## config.mk

```make
export PLATFORM = sky130hd
export DESIGN_NAME = alu_issue_ctrl
export DESIGN_NICKNAME = d
export VERILOG_FILES = /design/src/rtl/alu_ctrl_pkg.sv /design/src/rtl/alu_op_decode.sv /design/src/rtl/alu_issue_ctrl.sv
export SDC_FILE = /design/constraint.sdc
export NUM_CORES = 1
export LEC_CHECK = 0
export CORE_MARGIN = 8
export CORE_UTILIZATION = 35
export DETAILED_ROUTE_END_ITERATION = 7
export GPL_TIMING_DRIVEN = 0
export SLEW_MARGIN = 20
export SYNTH_ARGS = -nofsm -noshare
export SYNTH_HDL_FRONTEND = slang
export SYNTH_SLANG_ARGS = --single-unit
```

## constraint.sdc

```tcl
create_clock -name clk -period 1.9 [get_ports clk]
set_input_delay 0.38 -clock clk [delete_from_list [all_inputs] [get_ports clk]]
set_output_delay 0.38 -clock clk [all_outputs]
set_load 0.05 [all_outputs]
```

## src/rtl/alu_ctrl_pkg.sv

```systemverilog
// Shared types and encodings for the ALU issue controller: operation codes,
// ALUOp/Funct7 constants, FSM states and the decode result payload.
package alu_ctrl_pkg;

  localparam int unsigned ALU_OP_W = 5;

  typedef enum logic [ALU_OP_W-1:0] {
    OP_ADD    = 5'd0,
    OP_SUB    = 5'd1,
    OP_AND    = 5'd2,
    OP_OR     = 5'd3,
    OP_XOR    = 5'd4,
    OP_SLL    = 5'd5,
    OP_SRL    = 5'd6,
    OP_SRA    = 5'd7,
    OP_SLT    = 5'd8,
    OP_SLTU   = 5'd9,
    OP_EQ     = 5'd10,
    OP_NE     = 5'd11,
    OP_LT     = 5'd12,
    OP_GE     = 5'd13,
    OP_LTU    = 5'd14,
    OP_GEU    = 5'd15,
    OP_MUL    = 5'd16,
    OP_MULH   = 5'd17,
    OP_MULHSU = 5'd18,
    OP_MULHU  = 5'd19,
    OP_DIV    = 5'd20,
    OP_DIVU   = 5'd21,
    OP_REM    = 5'd22,
    OP_REMU   = 5'd23,
    OP_PASS_B = 5'd24
  } alu_op_e;

  localparam logic [1:0] ALUOP_MEM = 2'b00;
  localparam logic [1:0] ALUOP_BR  = 2'b01;
  localparam logic [1:0] ALUOP_RI  = 2'b10;
  localparam logic [1:0] ALUOP_JL  = 2'b11;

  localparam logic [6:0] F7_BASE   = 7'b0000000;
  localparam logic [6:0] F7_ALT    = 7'b0100000;
  localparam logic [6:0] F7_MULDIV = 7'b0000001;

  typedef enum logic {
    ST_IDLE = 1'b0,
    ST_WAIT = 1'b1
  } issue_state_e;

  typedef struct packed {
    alu_op_e op;
    logic    mdu;
    logic    illegal;
  } dec_res_t;

  // Multiply group uses MUL_LAT; the remaining MDU ops use DIV_LAT.
  function automatic logic is_mul_op(alu_op_e op);
    return op inside {OP_MUL, OP_MULH, OP_MULHSU, OP_MULHU};
  endfunction

endpackage

```

## src/rtl/alu_op_decode.sv

```systemverilog
// Purely combinational ALUOp/Funct3/Funct7 decode into an alu_op_e code plus
// MDU and illegal flags; illegal encodings always report OP_ADD.
module alu_op_decode
  import alu_ctrl_pkg::*;
#(
  parameter bit ENABLE_M = 1'b1
) (
  input  logic [1:0] aluop,
  input  logic [6:0] funct7,
  input  logic [2:0] funct3,
  input  logic       is_imm,
  output dec_res_t   dec_c
);

  always_comb begin
    dec_c = '{op: OP_ADD, mdu: 1'b0, illegal: 1'b0};
    case (aluop)
      ALUOP_MEM: dec_c.op = OP_ADD;
      ALUOP_JL:  dec_c.op = OP_PASS_B;
      ALUOP_BR: begin
        case (funct3)
          3'b000:  dec_c.op = OP_EQ;
          3'b001:  dec_c.op = OP_NE;
          3'b100:  dec_c.op = OP_LT;
          3'b101:  dec_c.op = OP_GE;
          3'b110:  dec_c.op = OP_LTU;
          3'b111:  dec_c.op = OP_GEU;
          default: dec_c.illegal = 1'b1;
        endcase
      end
      default: begin
        // Immediate forms only look at Funct7 for the shift encodings.
        if (is_imm) begin
          case (funct3)
            3'b000: dec_c.op = OP_ADD;
            3'b010: dec_c.op = OP_SLT;
            3'b011: dec_c.op = OP_SLTU;
            3'b100: dec_c.op = OP_XOR;
            3'b110: dec_c.op = OP_OR;
            3'b111: dec_c.op = OP_AND;
            3'b001: begin
              if (funct7 == F7_BASE) dec_c.op = OP_SLL;
              else                   dec_c.illegal = 1'b1;
            end
            3'b101: begin
              if (funct7 == F7_BASE)     dec_c.op = OP_SRL;
              else if (funct7 == F7_ALT) dec_c.op = OP_SRA;
              else                       dec_c.illegal = 1'b1;
            end
          endcase
        end else if (funct7 == F7_BASE) begin
          case (funct3)
            3'b000: dec_c.op = OP_ADD;
            3'b001: dec_c.op = OP_SLL;
            3'b010: dec_c.op = OP_SLT;
            3'b011: dec_c.op = OP_SLTU;
            3'b100: dec_c.op = OP_XOR;
            3'b101: dec_c.op = OP_SRL;
            3'b110: dec_c.op = OP_OR;
            3'b111: dec_c.op = OP_AND;
          endcase
        end else if (funct7 == F7_ALT) begin
          case (funct3)
            3'b000:  dec_c.op = OP_SUB;
            3'b101:  dec_c.op = OP_SRA;
            default: dec_c.illegal = 1'b1;
          endcase
        end else if (ENABLE_M && (funct7 == F7_MULDIV)) begin
          dec_c.mdu = 1'b1;
          case (funct3)
            3'b000: dec_c.op = OP_MUL;
            3'b001: dec_c.op = OP_MULH;
            3'b010: dec_c.op = OP_MULHSU;
            3'b011: dec_c.op = OP_MULHU;
            3'b100: dec_c.op = OP_DIV;
            3'b101: dec_c.op = OP_DIVU;
            3'b110: dec_c.op = OP_REM;
            3'b111: dec_c.op = OP_REMU;
          endcase
        end else begin
          dec_c.illegal = 1'b1;
        end
      end
    endcase
  end

endmodule

```

## src/rtl/alu_issue_ctrl.sv

```systemverilog
// Registered ALU control decode with a valid/ready output stage and an
// IDLE/WAIT occupancy FSM that stalls issue while a MUL/DIV is in the MDU.
module alu_issue_ctrl
  import alu_ctrl_pkg::*;
#(
  parameter int unsigned OP_W     = 5,
  parameter bit          ENABLE_M = 1'b1,
  parameter int unsigned MUL_LAT  = 3,
  parameter int unsigned DIV_LAT  = 33
) (
  input  logic            clk,
  input  logic            reset,
  input  logic            flush,
  input  logic            in_valid,
  output logic            in_ready,
  input  logic [1:0]      ALUOp,
  input  logic [6:0]      Funct7,
  input  logic [2:0]      Funct3,
  input  logic            IsImm,
  output logic            out_valid,
  input  logic            out_ready,
  output logic [OP_W-1:0] Operation,
  output logic            out_mdu,
  output logic            out_illegal,
  output logic            busy,
  output logic            mdu_done
);

  localparam int unsigned MAX_LAT = (MUL_LAT > DIV_LAT) ? MUL_LAT : DIV_LAT;
  localparam int unsigned CNT_W   = $clog2(MAX_LAT + 1);

  dec_res_t         dec_c;
  issue_state_e     state_q, state_d;
  logic [CNT_W-1:0] cnt_q, cnt_d;
  alu_op_e          op_q, op_d;
  logic             held_q, held_d;
  logic             mdu_d, ill_d, out_valid_d;
  logic             accept_c, hs_out_c;

  alu_op_decode #(
    .ENABLE_M (ENABLE_M)
  ) u_decode (
    .aluop  (ALUOp),
    .funct7 (Funct7),
    .funct3 (Funct3),
    .is_imm (IsImm),
    .dec_c  (dec_c)
  );

  assign Operation = OP_W'(op_q);

  // held_q marks an op sitting in the output stage; it stays hidden
  // (out_valid low) while the MDU is occupied by the previous op.
  always_comb begin
    state_d  = state_q;
    cnt_d    = cnt_q;
    held_d   = held_q;
    op_d     = op_q;
    mdu_d    = out_mdu;
    ill_d    = out_illegal;
    mdu_done = 1'b0;

    in_ready = (!out_valid || out_ready) && (state_q != ST_WAIT) && !flush;
    accept_c = in_valid && in_ready;
    hs_out_c = out_valid && out_ready && !flush;

    if (flush) begin
      state_d = ST_IDLE;
      cnt_d   = '0;
      held_d  = 1'b0;
    end else begin
      case (state_q)
        ST_IDLE: begin
          if (hs_out_c && out_mdu) begin
            if (is_mul_op(op_q)) begin
              if (MUL_LAT > 1) begin
                state_d = ST_WAIT;
                cnt_d   = CNT_W'(MUL_LAT - 1);
              end else begin
                mdu_done = 1'b1;
              end
            end else begin
              if (DIV_LAT > 1) begin
                state_d = ST_WAIT;
                cnt_d   = CNT_W'(DIV_LAT - 1);
              end else begin
                mdu_done = 1'b1;
              end
            end
          end
        end
        ST_WAIT: begin
          cnt_d = cnt_q - CNT_W'(1);
          if (cnt_q == CNT_W'(1)) begin
            mdu_done = 1'b1;
            state_d  = ST_IDLE;
            cnt_d    = '0;
          end
        end
      endcase

      if (accept_c) begin
        held_d = 1'b1;
        op_d   = dec_c.op;
        mdu_d  = dec_c.mdu;
        ill_d  = dec_c.illegal;
      end else if (hs_out_c) begin
        held_d = 1'b0;
      end
    end

    out_valid_d = held_d && (state_d == ST_IDLE);
  end

  always_ff @(posedge clk) begin
    if (reset) begin
      state_q     <= ST_IDLE;
      cnt_q       <= '0;
      held_q      <= 1'b0;
      op_q        <= OP_ADD;
      out_valid   <= 1'b0;
      out_mdu     <= 1'b0;
      out_illegal <= 1'b0;
      busy        <= 1'b0;
    end else begin
      state_q     <= state_d;
      cnt_q       <= cnt_d;
      held_q      <= held_d;
      op_q        <= op_d;
      out_valid   <= out_valid_d;
      out_mdu     <= mdu_d;
      out_illegal <= ill_d;
      busy        <= (state_d == ST_WAIT);
    end
  end

endmodule

```

==> results.yml <==
synth:
  ys_seq_elements: 16
  async_flop_share_pct: 0
  yosysWarningCount: 0
  syn-cell-area_sq_mm: 0.00116
  syn_area_per_cell_sq_um: 7.51
  synth_edf_count: 0
  synth_nets: 174
  synth_cell_type_count: 49
  yosys_most_used_dff: "dfxtp_1"
  syn_inst: 154
  synth_seq_area_share_pct: 27.7
floorplan:
  ios: 29
  die_w_um: 73.5
  dieArea_sq_mm: 0.00540
  start_util_pct: 35.5
  coreArea_sq_mm: 0.00326
  num_rows: 21
  die_h_um: 73.5
cts:
  post-cts-setup-buffers: 0
  cts.clk_slew.worst_paths_ps: 90
  root_buffer: "clkbuf_4"
  clk_path_buf_depth: 2
  clock_latency_ps: 300
  numCtsBuffers: 3
  cts_hold_buf: 0
  ctsHtreeMaxLevel: 1
  cts_tree: "yes"
  clock_sinks: 16
  post_cts_resize_count: 14
global_routing:
  overflow: 0
  antenna_found_initial: 0
  grt_max_degree: 11
  grt_usage_pct: 12.0
  grt_pass1_vias: 1206
  grt_first_pass_wirelength_mm: 5.26
timing:
  finalCritPeriodShare_pct: 96.6
  finalSetupTns_ps: 0
  hold_viol_final: 0
  setup_violations: 0
  worstMarginPinSlew_ps: 510
  drv_slew: 0
  fin_hold_ws_ps: 456
  rsz0062_at_grt: "no"
  finalClockSkew_ps: 6.64
  max_freq_mhz: 545
  slew-limit-headroom_pct: 65.9
  period_minus_slack_ps: 1840
critical_path:
  path_delay_family: "buffers and inverters"
  cp.arrival_ps: 1460
  cp_max_fo: 3
  max_stage_delay_ps: 810
  worstRegToRegCells: 6
  crit_chain: "clkdlybuf4s50_1"
  crit_type: "register to output pin"
  slowest_stage: "clkdlybuf4s50_1"
  r2r_setup_slack_ps: 410
  r2r-end: "Operation[0]$_SDFFE_PP0P_"
  crit_path_start_kind: "register"
  endpoint_kind: "output pin"
  cp.required_ps: 1520
  cp_num_buf_inv: 1
  r2r-start: "state_q$_SDFF_PP0_"
final_layout:
  drive_gt1_share_pct: 14.4
  final_cell_count_no_fill: 227
  nNetsFinal: 202
  area_delta_synth_final_pct: 29.8
  n_antenna_cell: 0
  final_util_pct: 46.0
route:
  avgRoutedWirePerCell_um: 13.8
  drc: 0
  initialDrtViolationCount: 65
  via_count: 1231
  drtAntennaViolNets: 0
  routed_wl_mm: 3.14
  vias_per_cell: 5.42
  drtPass1Iterations: 4
min_path:
  worstHoldStart: "reset"
  worstHoldPathCells: 2
  hold_path_class: "primary input to register"
  holdPathEnd: "out_mdu$_SDFFE_PP0P_"
power_and_ir_drop:
  ir_drop_uv: 404
  p_total_uw: 743
  powerDensity_mw_per_mm2: 496
  p_leak_nw: 0.581
placed_design:
  dp.cells: 223
  finalWeightedCongestion: 0.878
  io_buffer_count: 23
  post-dp-hpwl_mm: 2.45
run:
  drv_cap: 0
status:
  status: "complete, no violations"
## layer usage
metal | vias to the layer above | share of wire [%] | global-route usage (%)
met1 | 573 | 45 | 14.7
li1 | 620 | - | -
met4 | 0 | 0.45 | 3.33
met5 | - | 0 | 0
met2 | 36 | 48 | 19.1
met3 | 2 | 6.6 | 4.50
## cell usage after synthesis (all sizes together) (2+ instances only)
cell type | count | area, sq um
a21o | 2 | 15.0
dfxtp | 16 | 320
a311o | 2 | 20.0
o2111ai | 3 | 26.3
a21oi | 18 | 90.1
nor2 | 16 | 60.1
or3 | 4 | 30.0
o21ai | 8 | 43.8
o311ai | 3 | 26.3
buf | 9 | 56.3
nand3 | 2 | 10.0
inv | 8 | 30.0
nand2 | 13 | 51.3
nor3 | 6 | 41.3
nor2b | 8 | 50.1
a211oi | 2 | 15.0
o2111a | 2 | 23.8
nand2b | 5 | 31.3
ha | 2 | 25.0
nor4 | 2 | 12.5
o211ai | 2 | 15.0
a31oi | 2 | 12.5
## where the power goes
| group | internal [mW] | total, mW | switching (mW) |
|---|---|---|---|
| Clock | 0.117 | 0.228 | 0.111 |
| Combinational | 0.0706 | 0.169 | 0.0987 |
| Sequential | 0.342 | 0.346 | 0.00421 |
| Total | 0.529 | 0.743 | 0.214 |
## placed cells by master (no fill, tap or decap), types with 2 or more instances in the layout
cell	instances
a211oi_1	2
a31oi_1	2
dlygate4sd2_1	2
inv_2	2
o311ai_0	3
buf_2	7
nor2b_1	8
a21oi_1	18
buf_4	2
buf_6	2
a21o_1	2
nand3_1	2
clkbuf_4	3
o21ai_0	7
ha_1	2
dlymetal6s2s_1	3
o211ai_1	2
dfxtp_1	15
nand2b_1	5
inv_1	6
nand2_1	12
a311o_1	2
nor3_1	5
o2111ai_1	3
or3_1	3
nor2_1	15
clkdlybuf4s50_1	16
## cells by family after synthesis
| group | count (synthesis) | synth area share (%) |
|---|---|---|
| XOR/XNOR | 1 | 0.758 |
| flip-flops | 16 | 27.7 |
| AO/OA/AOI/OAI | 52 | 31.0 |
| AND/OR/NAND/NOR | 65 | 30.6 |
| adder cells (fa/ha/maj) | 2 | 2.16 |
| buffers and inverters | 18 | 7.79 |
## metrics by stage
step	area, sq um	setup slack (ps)
2_1_floorplan	1160	102
3_3_place_gp	1450	-444
3_5_place_dp	1450	-454
4_1_cts	1480	21.0
5_1_grt	1500	1.39
6_report	1500	64.8
## state kept, by name, summed over array words and instances, names as in the netlist
name / cells
Operation: 5
cnt_q: 6
held_q: 1
out_illegal: 1
out_mdu: 1
out_valid: 1
state_q: 1
## area by class of cell
cell class,instances,area [sq um]
flip-flops and latches,16,322
inverters,8,30.0
multi-input cells,120,763
clock buffers,4,36.3
plain buffers,10,60.1
fillers,348,1760
repair buffers,23,231
well taps,46,57.6
## worst max-delay path by stage
stage | cells after the start | to | start
floorplan | 3 | mdu_done | state_q$_SDFF_PP0_
global placement | 4 | in_ready | flush
detailed placement | 4 | in_ready | flush
CTS | 1 | Operation[0] | Operation[0]$_SDFFE_PP0P_
global route | 1 | Operation[4] | Operation[4]$_SDFFE_PP0P_
finish | 1 | Operation[4] | Operation[4]$_SDFFE_PP0P_
(Power assumes the default switching activity.)
